### config.mk
export PLATFORM = sky130hd
export DESIGN_NAME = vcommit_ctrl
export DESIGN_NICKNAME = d
export VERILOG_FILES = /design/src/rtl/pkg_tpu.sv /design/src/rtl/vcommit_entry.sv /design/src/rtl/vcommit_ctrl.sv
export SDC_FILE = /design/constraint.sdc
export NUM_CORES = 1
export LEC_CHECK = 0
export ABC_AREA = 1
export CORE_MARGIN = 3
export CORE_UTILIZATION = 59
export CTS_CLUSTER_SIZE = 8
export DETAILED_ROUTE_END_ITERATION = 6
export PLACE_DENSITY = 0.86
export REMOVE_ABC_BUFFERS = 1
export SYNTH_ARGS = -nofsm -noshare
export SYNTH_HDL_FRONTEND = slang
export SYNTH_SLANG_ARGS = --single-unit
### constraint.sdc
create_clock -name clock -period 2.4 [get_ports clock]
set_input_delay 0.36 -clock clock [delete_from_list [all_inputs] [get_ports clock]]
set_output_delay 0.36 -clock clock [all_outputs]
set_load 0.02 [all_outputs]
### src/rtl/pkg_tpu.sv
// Shared TPU scalar-unit types: hazard table depth, lane count, issue numbers
// and the commit-table row layout used by the vector commit controller.
package pkg_tpu;

    localparam int NUM_ENTRY_HAZARD   = 8;
    localparam int WIDTH_ENTRY_HAZARD = $clog2(NUM_ENTRY_HAZARD);
    localparam int NUM_LANE           = 16;

    typedef logic [WIDTH_ENTRY_HAZARD-1:0] issue_no_t;
    typedef logic [NUM_LANE-1:0]           lane_mask_t;

    // One row of the in-order commit table.
    typedef struct packed {
        logic       v;
        issue_no_t  issue_no;
        logic       commit;
        lane_mask_t en_lane;
        lane_mask_t en_commit;
    } commit_tab_v;

    // A row is complete once every participating lane has committed.
    function automatic logic row_complete(input logic v, input lane_mask_t en_lane,
                                          input lane_mask_t en_commit);
        return v & (&(en_commit | ~en_lane));
    endfunction

endpackage

### src/rtl/vcommit_entry.sv
// One commit-table row: written at grant, accumulates legal lane commits,
// cleared on retire. The complete flag is combinational from the stored row.
module vcommit_entry
    import pkg_tpu::*;
#(
    parameter int NUM_LANES = NUM_LANE,
    parameter int VEC_W     = WIDTH_ENTRY_HAZARD
) (
    input  logic                 gclk,
    input  logic                 grst_n,
    input  logic                 alloc,
    input  logic [VEC_W-1:0]     alloc_no,
    input  logic [NUM_LANES-1:0] alloc_mask,
    input  logic [NUM_LANES-1:0] commit_set,
    input  logic                 clr,
    output logic                 v,
    output logic [VEC_W-1:0]     issue_no,
    output logic [NUM_LANES-1:0] en_lane,
    output logic                 complete
);

    logic [NUM_LANES-1:0] en_commit;

    // Row state: allocation wins, then retire clear, then commit accumulation.
    // Allocation and clear never coincide on one slot since full blocks grant.
    always_ff @(posedge gclk or negedge grst_n) begin
        if (!grst_n) begin
            v         <= 1'b0;
            issue_no  <= '0;
            en_lane   <= '0;
            en_commit <= '0;
        end else if (alloc) begin
            v         <= 1'b1;
            issue_no  <= alloc_no;
            en_lane   <= alloc_mask;
            en_commit <= '0;
        end else if (clr) begin
            v         <= 1'b0;
            en_commit <= '0;
        end else begin
            en_commit <= en_commit | commit_set;
        end
    end

    // Lanes not participating count as already committed, so an empty mask
    // completes as soon as the row is written.
    always_comb begin
        complete = v & (&(en_commit | ~en_lane));
    end

endmodule

### src/rtl/vcommit_ctrl.sv
// In-order commit controller for vector commands.
// Allocates issue numbers at the tail, collects per-lane commit pulses into
// the addressed rows and retires the head row once all its lanes committed.
// Build option: define VCOMMIT_ERR_CHECK_EN to detect illegal commits (sticky
// O_Err) and to flag issue requests made while the table is full.
module vcommit_ctrl #(
    parameter int NUM_ENTRY   = pkg_tpu::NUM_ENTRY_HAZARD,
    parameter int NUM_LANE    = pkg_tpu::NUM_LANE,
    parameter int WIDTH_ENTRY = $clog2(NUM_ENTRY)
) (
    input  logic                            clock,
    input  logic                            reset,
    input  logic                            I_Req_Issue,
    input  logic [NUM_LANE-1:0]             I_En_Lane,
    output logic                            O_Grant,
    output logic [WIDTH_ENTRY-1:0]          O_Issue_No,
    input  logic [NUM_LANE-1:0]             I_Commit,
    input  logic [NUM_LANE*WIDTH_ENTRY-1:0] I_Commit_No,
    output logic                            O_Retire,
    output logic [WIDTH_ENTRY-1:0]          O_Retire_No,
    output logic                            O_Full,
    output logic                            O_Empty,
    output logic [WIDTH_ENTRY:0]            O_Num_Active,
    output logic                            O_Err
);

    // Head/tail carry one extra wrap bit to tell full from empty.
    logic [WIDTH_ENTRY:0]   head, tail;
    logic [WIDTH_ENTRY-1:0] head_idx, tail_idx;
    logic                   retire_now;

    logic [NUM_ENTRY-1:0]                  row_v;
    logic [NUM_ENTRY-1:0]                  row_cmp;
    logic [NUM_ENTRY-1:0][WIDTH_ENTRY-1:0] row_no;
    logic [NUM_ENTRY-1:0][NUM_LANE-1:0]    row_en;
    logic [NUM_ENTRY-1:0][NUM_LANE-1:0]    commit_hit;
    logic [NUM_ENTRY-1:0][NUM_LANE-1:0]    commit_set;
    logic [NUM_ENTRY-1:0]                  row_alloc;
    logic [NUM_ENTRY-1:0]                  row_clr;

    assign head_idx = head[WIDTH_ENTRY-1:0];
    assign tail_idx = tail[WIDTH_ENTRY-1:0];

    // Occupancy flags and grant, all from pre-edge pointers (no retire bypass).
    always_comb begin
        O_Full       = (head ^ tail) == {1'b1, {WIDTH_ENTRY{1'b0}}};
        O_Empty      = head == tail;
        O_Num_Active = tail - head;
        O_Grant      = I_Req_Issue & ~O_Full;
        O_Issue_No   = tail_idx;
        retire_now   = row_cmp[head_idx];
    end

    // Commit decode: each lane addresses one row; only rows that are valid and
    // enabled for that lane accept it, everything else leaves the table alone.
    always_comb begin
        commit_hit = '0;
        commit_set = '0;
        for (int r = 0; r < NUM_ENTRY; r++) begin
            for (int k = 0; k < NUM_LANE; k++) begin
                commit_hit[r][k] = I_Commit[k] &&
                    (I_Commit_No[k*WIDTH_ENTRY +: WIDTH_ENTRY] == WIDTH_ENTRY'(r));
            end
            commit_set[r] = commit_hit[r] & row_en[r] & {NUM_LANE{row_v[r]}};
        end
    end

    // Per-row write strobes: grant writes the tail slot, retire clears the head.
    always_comb begin
        row_alloc = '0;
        row_clr   = '0;
        row_alloc[tail_idx] = O_Grant;
        row_clr[head_idx]   = retire_now;
    end

    for (genvar r = 0; r < NUM_ENTRY; r++) begin : g_row
        vcommit_entry #(
            .NUM_LANES (NUM_LANE),
            .VEC_W     (WIDTH_ENTRY)
        ) u_entry (
            .gclk       (clock),
            .grst_n     (reset),
            .alloc      (row_alloc[r]),
            .alloc_no   (tail_idx),
            .alloc_mask (I_En_Lane),
            .commit_set (commit_set[r]),
            .clr        (row_clr[r]),
            .v          (row_v[r]),
            .issue_no   (row_no[r]),
            .en_lane    (row_en[r]),
            .complete   (row_cmp[r])
        );
    end

    // Pointer advance and the registered retire pulse / number.
    always_ff @(posedge clock or negedge reset) begin
        if (!reset) begin
            head        <= '0;
            tail        <= '0;
            O_Retire    <= 1'b0;
            O_Retire_No <= '0;
        end else begin
            if (O_Grant)    tail <= tail + 1'b1;
            if (retire_now) head <= head + 1'b1;
            O_Retire <= retire_now;
            if (retire_now) O_Retire_No <= row_no[head_idx];
        end
    end

`ifdef VCOMMIT_ERR_CHECK_EN
    logic commit_illegal;

    // A lane pulse that no row accepted is an illegal commit.
    always_comb begin
        commit_illegal = |(commit_hit & ~commit_set);
    end

    // Sticky error flag, cleared only by reset.
    always_ff @(posedge clock or negedge reset) begin
        if (!reset) O_Err <= 1'b0;
        else if (commit_illegal) O_Err <= 1'b1;
    end

    a_no_req_when_full: assert property (@(posedge clock) disable iff (!reset)
        !(I_Req_Issue && O_Full))
        else $error("vcommit_ctrl: issue request while table full");
`else
    assign O_Err = 1'b0;
`endif

endmodule

### Word level (Yosys, flattened, before mapping)

Index checks and enable logic that the tools add are counted.

* input bits: 83
* register bits after elaboration: 300
* word-level logic and storage cells: 412
* output and inout bits: 15

* equality and inequality tests: 114
* add/sub/neg operators: 3
* reductions and logical operators: 162
* multiplexer cells: 40
* magnitude comparators: 4
* bitwise operators: 53

Operator list (number)
* $and 16x16->16: 16
* $mux 16: 16
* $or 16x16->16: 16
* $eq 3x3->1 const B: 64
* $logic_and 1x1->1: 130
* $not 16->16: 8
* $reduce_and 16->1: 8
* $eq 3x2->1 const B: 32
* $eq 3x1->1 const B: 16
* $logic_not 3->1: 16
* $mux 1: 19
* $and 8x8->8: 2
* $reduce_bool 2->1: 8
* $and 1x1->1: 9
* $bmux 3 s3: 1
* $add 4x1->4 const B: 2
* $lt 3x4->1 const B: 2
* $demux 1 s3: 2
* $ge 3x1->1 const B: 2
* $eq 4x4->1: 1
* $eq 4x4->1 const B: 1
* $sub 4x4->4: 1
* $xor 4x4->4: 1
* $bmux 1 s3: 1
* other kinds (2): 2

### Longest topological paths before layout

* depth after elaboration: 9
* gate-level depth with buffers: 17
* mapped depth without buffers: 15

### By module

From an unflattened synthesis, not the netlist that was laid out.

* cells, all modules: 2036
* area total of the unflattened synthesis: 15238.4 µm²

Modules (own cells, without submodules)
* vcommit_entry: area each 1532.7 µm², cells each 175, times used 8, sequential area each 900.9 µm²
* vcommit_ctrl: area each 2976.6 µm², cells each 636, times used 1, sequential area each 300.3 µm²

### Worst setup path before layout

OpenSTA, ideal clock, no wires.

* path type: reg2out
* start: reg tail[1]
* end: out O_Num_Active[2]
* stages on the path, launching flop included: 5
* arrival time: 1.780 ns
* path buffers: 1
* path slack: 0.260 ns
* required time: 2.040 ns
* cells stage by stage: dfrtp_1 buf_2 clkinv_1 fa_1 xnor2_1

* cells in the longest elaborated chain, start to end: 1

Ends and longest elaborated chain
* start, declared: RTL line vcommit_ctrl.sv:28 `logic [WIDTH_ENTRY:0] head, tail;`
* start signal, assigned: RTL line vcommit_ctrl.sv:103 `if (O_Grant) tail <= tail + 1'b1;`
* $sub 4x4->4: RTL line vcommit_ctrl.sv:48 `O_Num_Active = tail - head;`
* end, declared: RTL line vcommit_ctrl.sv:23 `output logic [WIDTH_ENTRY:0] O_Num_Active,`

Every way passes these cells.

### Worst setup path in the final report

* start: reg tail[0]
* end: out O_Num_Active[1]

The elaborated chain is that of the path after synthesis.

==> out/metrics.csv <==
stage;metric;value;unit
grt;grt_use_met3;0.0712;
worst_setup_path;arrival;1.97;ns
clocking;cts-root-buf;clkbuf_16;
power_and_ir_drop;p_switching;8.05;mW
timing;finalCritPeriodShare;0.970;
floorplanning;num_rows;55;
route;wl_per_cell;19.6;µm
floorplanning;die_w;160;µm
timing;max_freq;430;MHz
place;dpl.hpwl;27.4;mm
floorplanning;die_h;160;µm
flow_run;cap_violations;0;
status;outcome;finished clean;
logic_synthesis;synth_cells;1690;
clocking;cts.sinks;300;
logic_synthesis;ys_ff_latch;300;
timing;max-slew-margin-rel;0.610;
worst_setup_path;start_kind;flop;
timing;hold_viol;0;
grt;grtUsageMet1;0.421;
grt;grt_pass1_wl;65.8;mm
timing;drv_slew;0;
timing;setup_ws;0.0722;ns
grt;grt_max_degree;72;
layout;mostFrequentLayoutCell;nand2_1;
timing;finalCriticalPeriod;2.33;ns
grt;antenna_found_initial;0;
logic_synthesis;synthFlopType;dfrtp_1;
logic_synthesis;syn_area_per_cell;8.33;µm²
timing;rsz0062_at_grt;no;
floorplanning;die_area;25700;µm²
worst_setup_path;crit_required;2.04;ns
place;pre_cts_slack;0.202;ns
worst_setup_path;cp_slowest_cell;fa_1;
power_and_ir_drop;ir_drop;0.00135;V
route;route.detailed.drc;0;
logic_synthesis;ys_seq_area_frac;0.533;
clocking;cts_tree;done;
clocking;htreeDepth;2;
timing;finalHoldWorstSlack;0.409;ns
worst_setup_path;cp_cell_sequence;inv_2 > ha_1 > fa_1 > inv_1 > clkdlybuf4s15_1;
timing;worst_pin_slew;0.585;ns
power_and_ir_drop;power;21.1;mW
layout;antenna_cells;0;
clocking;numCtsBuffers;43;
power_and_ir_drop;intPower;13.0;mW
floorplanning;initial_core_util;0.611;
clocking;clkTransAtPathRegs;0.05;ns
power_and_ir_drop;p_sw_frac;0.382;
worst_setup_path;cpPeakStageDelay;0.50;ns
worst_setup_path;worst-setup-path-type;flop to output port;
floorplanning;io_pins;98;
clocking;clock_latency;0.52;ns
power_and_ir_drop;power.leakage;8.32;nW
place;portBuffers;96;
worst_setup_path;cp_max_fo;2;
route;drt.antenna.violating_nets;0;
timing;finalClockSkew;0.0122;ns
layout;drive_gt1_frac;0.0814;
timing;setup_viol;0;
power_and_ir_drop;p_seq_frac;0.394;
place;gp_congestion;0.924;
clocking;cts_buffer_depth;3;
min_path;hold_class;input port to async pin;
grt;grt_pass1_vias;12601;
power_and_ir_drop;p_per_area;1270;nW/µm²
grt;top_usage_layer;met2;
floorplanning;core;23100;µm²
logic_synthesis;synth_cell_types;42;
layout;nets;1906;
layout;mostFrequentLayoutCells;nand2_1 (392), dfrtp_1 (300), inv_1 (286);
power_and_ir_drop;pwr-share-comb;0.349;
logic_synthesis;syn_area;14100;µm²
worst_setup_path;end_kind;output port;
layout;areaGrowthSynthToFinish;17.9;%
route;drtIter0Drc;1502;
logic_synthesis;synth-async-reset-ratio;1.00;
route;first_pass_iters;6;
route;wl;41.8;mm
grt;overflow;0;
logic_synthesis;ys_warn_count;0;
power_and_ir_drop;clock_power_share;0.257;
route;num_vias;12471;
grt;grt_use_met2;0.517;
logic_synthesis;synth-edff-count;0;
grt;grt_usage;0.325;
route;vias_per_cell;5.85;
-- synthesized netlist by cell type (all sizes together) (4+ instances only) --
master,count,area [µm²]
clkbuf,18,76.3
o21ai,175,876
a21oi,15,82.6
o211ai,9,67.6
nand2,405,1590
o22ai,4,25.0
o21bai,4,30.0
nand4,24,253
nor2,241,955
inv,291,1090
ha,5,62.6
dfrtp,300,7510
nor3,18,90.1
nand3,40,200
xnor2,4,35.0
xor2,4,42.6
a31oi,4,25.0
buf,44,320
a41oi,72,631
-- worst paths after layout --
| path | from | to | slack [ns] | depth (start not counted) |
|---|---|---|---|---|
| max in group asynchronous | reset | g_row[0].u_entry.en_lane[6] | 1.16 | 3 |
| min in group clock | g_row[3].u_entry.issue_no[0] | g_row[3].u_entry.issue_no[0] | 0.45 | 2 |
| max reg2reg | head[0] | g_row[2].u_entry.en_commit[2] | 0.18 | 13 |
| min | reset | g_row[0].u_entry.en_commit[3] | 0.41 | 2 |
| max | tail[0] | O_Num_Active[1] | 0.07 | 5 |
| min reg2reg | g_row[3].u_entry.issue_no[0] | g_row[3].u_entry.issue_no[0] | 0.45 | 2 |
-- what timing repair did --
action / 4_1_cts / 5_1_grt
buffers inserted: 0 / 0
hold endpoints to repair: 63 / 0
endpoints found under the setup margin: 6 / 3
hold buffers: 1 / 0
resized for setup: 9 / 4
cloned: 0 / 0
-- worst max-delay path: cells and delay by family (launching register included) --
family,cells,cell delay (ns)
fa+ha+maj,2,0.73
buf+inv,3,0.37
flops,1,0.35
-- metal layers --
metal,routed length [µm],vias up,share of wire
li1,-,5600,-
met5,0,-,0
met2,19300,758,0.46
met1,15600,5956,0.37
met3,4740,157,0.11
met4,2240,0,0.054
-- logic make-up after synthesis --
group           Yosys count  share of synthesized area
other cells               1                   0.000266
simple gates            730                      0.220
buf+inv                 355                      0.106
compound gates          290                      0.128
flops                   300                      0.533
xor+xnor                  8                    0.00551
fa+ha+maj                 6                    0.00587
-- through the flow --
step | instance area, µm² | setup TNS, ns | utilization | cells
2_1_floorplan | 13700 | -42.60 | - | 1628
3_3_place_gp | 15400 | 0 | 0.670 | 2084
3_5_place_dp | 15400 | 0 | 0.670 | 2084
4_1_cts | 16600 | 0 | 0.720 | 2131
5_1_grt | 16600 | 0 | 0.720 | 2131
6_report | 16600 | 0 | 0.720 | 2131
-- registers in the layout (all words and copies together), names as in the netlist --
register                 cells
g_row.u_entry.en_commit    128
tail                         4
g_row.u_entry.issue_no      24
g_row.u_entry.v              8
O_Retire_No                  3
g_row.u_entry.en_lane      128
O_Retire                     1
head                         4
-- power groups by stage --
stage                     Combinational, mW  Sequential [mW]  Clock (mW)
after CTS                              7.26             8.24        5.42
after floorplan                        4.30             8.20           0
final                                  7.36             8.29        5.41
after global routing                   8.08             8.48        5.67
after global placement                 6.89             8.14           0
after detailed placement               7.17             8.25           0
-- area by class of cell --
type | count | area [µm²]
fillers | 1634 | 6460
well taps | 313 | 392
inverters | 293 | 1100
repair buffers | 144 | 1370
multi-input cells | 1035 | 5070
clock inverters | 1 | 30.0
flip-flops and latches | 300 | 7510
clock buffers | 45 | 1130
Note: power is estimated with default switching activity, not from simulation.
==> RTL edit: new RTL, same settings <==
The option `VCOMMIT_ERR_CHECK_EN` is turned on by a define.
--- a/src/rtl/vcommit_ctrl.sv
+++ b/src/rtl/vcommit_ctrl.sv
@@ -5,2 +5,4 @@
 // O_Err) and to flag issue requests made while the table is full.
+`define VCOMMIT_ERR_CHECK_EN
+
 module vcommit_ctrl #(
Behaviour: not the same (Yosys sat finds a counterexample within 4 cycles, from zero or initial values and one cycle with reset low).
==> RTL edit against the original RTL <==
- synthesized area rose by 11%
- critical path depth down 1
- critical endpoint unchanged
- power rose by 2.4%
- routed wire length increased by 19%
- design area rose by 9.6%
- global-route usage up 2.4 points
- setup slack worse by 25 ps
- highest routed layer is now met5
- sequential power up 0.8%
- sequential cell count rose by 1
==> RTL edit: results (changes against the original RTL) <==
Outcome
  – Outcome: finished, final reports clean (unchanged)

Logic synthesis
  – Sequential area share after synthesis: 48.2% (was 53.3%)
  – Distinct cells, synth: 41 (was 42)
  – Syn_area_per_cell: 7.27 sq um (was 8.33 sq um)
  – Synth area leaders: dfrtp_1 48%, nand2_1 16%, inv_1 8.6% (was dfrtp_1 53%, nand2_1 10%, inv_1 7.6%)
  – Synth cell count leaders: 681 x nand2_1, 358 x inv_1, 306 x nor2_1 (was 392 x nand2_1, 300 x dfrtp_1, 286 x inv_1)

Layout
  – Nets: 2,365 (was 1,906)
  – Filler cell count: 2,043 (was 1,634)
  – Fin cells: 2,607 (was 2,131)
  – Layout cells sized above 1: 7.25% (was 8.14%)

Pwr
  – VDD IR max: 1.24 mV (was 1.35 mV)
  – Leak Pwr: 0.00952 uW (was 0.00832 uW)

GRT
  – GRT Overall Usage: 34.9% (was 32.5%)
  – Largest net degree at the start of global routing: 79 (was 72)
  – Initial antenna violation count: 1 (was 0)
  – Vias in the first global route: 14,300 (was 12,600)
  – First-pass GRT wire length: 77.0 mm (was 65.8 mm)

Setup path
  – Critical path arrival: 1990 ps (was 1970 ps)
  – Crit path largest cell delay: 490 ps
  – Crit-path max FO: 3 (was 2)

Timing
  – Rel. slew slack: 58.8% (was 61.0%)

Placement
  – Detail Placement HPWL: 36.7 mm (was 27.4 mm)
  – Gpl congestion: 0.995 (was 0.924)
  – PortBufs: 97 (was 96)

Route
  – Drt initial violations: 1,749 (was 1,502)
  – Drt via density: 5.68 (was 5.85)
==> RTL edit: changes by cell type in the layout (fill, tap and decap cells not counted), sizes merged, moves of 14 or more <==
cell	change
a31o	+15
a41oi	-72
nor3	-14
nand3	+42
nand2	+289
nand4	+21
o31ai	+24
inv	+75
nor2	+85
==> RTL edit: area by class of cell <==
| cell class | count | area share [%] |
|---|---|---|
| inverter | 367 | 7.60 |
| tap | 330 | 2.27 |
| multi-input combinational | 1420 | 34.9 |
| clock buffer | 45 | 6.19 |
| timing repair buffer | 143 | 7.54 |
| clock inverter | 1 | 0.0275 |
| sequential | 301 | 41.4 |
==> RTL edit: what timing repair did <==
item,in CTS,in global routing
setup endpoints to repair,6,20
pin swaps,0,0
resized for setup,16,9
hold endpoints to repair,28,0
hold buffers,1,0
setup buffers,1,0
==> RTL edit: final timing paths <==
check                                             start                             to  slack [ps]  cells past startpoint
max in group asynchronous                         reset   g_row[4].u_entry.en_lane[14]        1290                      3
min                                               reset  g_row[4].u_entry.en_commit[4]         310                      2
max reg2reg                                     head[0]  g_row[3].u_entry.en_commit[4]          80                     13
min reg2reg                g_row[7].u_entry.issue_no[2]   g_row[7].u_entry.issue_no[2]         460                      2
min in group clock         g_row[7].u_entry.issue_no[2]   g_row[7].u_entry.issue_no[2]         460                      2
max                                             head[0]                O_Num_Active[1]          50                      4
==> RTL edit: cell families (layout without fill, tap and decap cells) <==
group	after synthesis	after routing	synth area share (%)
compound gates	250	250	9.16
xor+xnor	7	7	0.440
fa+ha+maj	6	6	0.528
buf+inv	430	556	11.3
flops	301	301	48.2
simple gates	1157	1157	30.4
==> RTL edit: report_power, final <==
part           switching, uW  internal (uW)  total (uW)
registers               1300           7060        8360
clock network           2090           3260        5350
logic                   5000           2850        7850
total                   8390          13200       21600
==> RTL edit: stage by stage <==
stage / hold WS, ps / power [uW] / TNS [ps] / util (%) / setup slack [ps]
4_1_cts: 305 / 21400 / 0 / 71.0 / 17.3
5_1_grt: 320 / 22900 / 0 / 71.0 / 3.23
6_report: 307 / 21600 / 0 / 71.0 / 47.1
3_5_place_dp: 257 / 16000 / -103 / 66.5 / -103
3_3_place_gp: 256 / 15700 / -93.2 / 66.5 / -93.2
2_1_floorplan: 64.4 / 13100 / -37420 / - / -630
==> RTL edit: routing by layer <==
layer,track usage (%),wire [microns]
met5,0,8
met4,19.9,3440
met3,7.10,5360
met2,54.8,22100
met1,45.3,18700
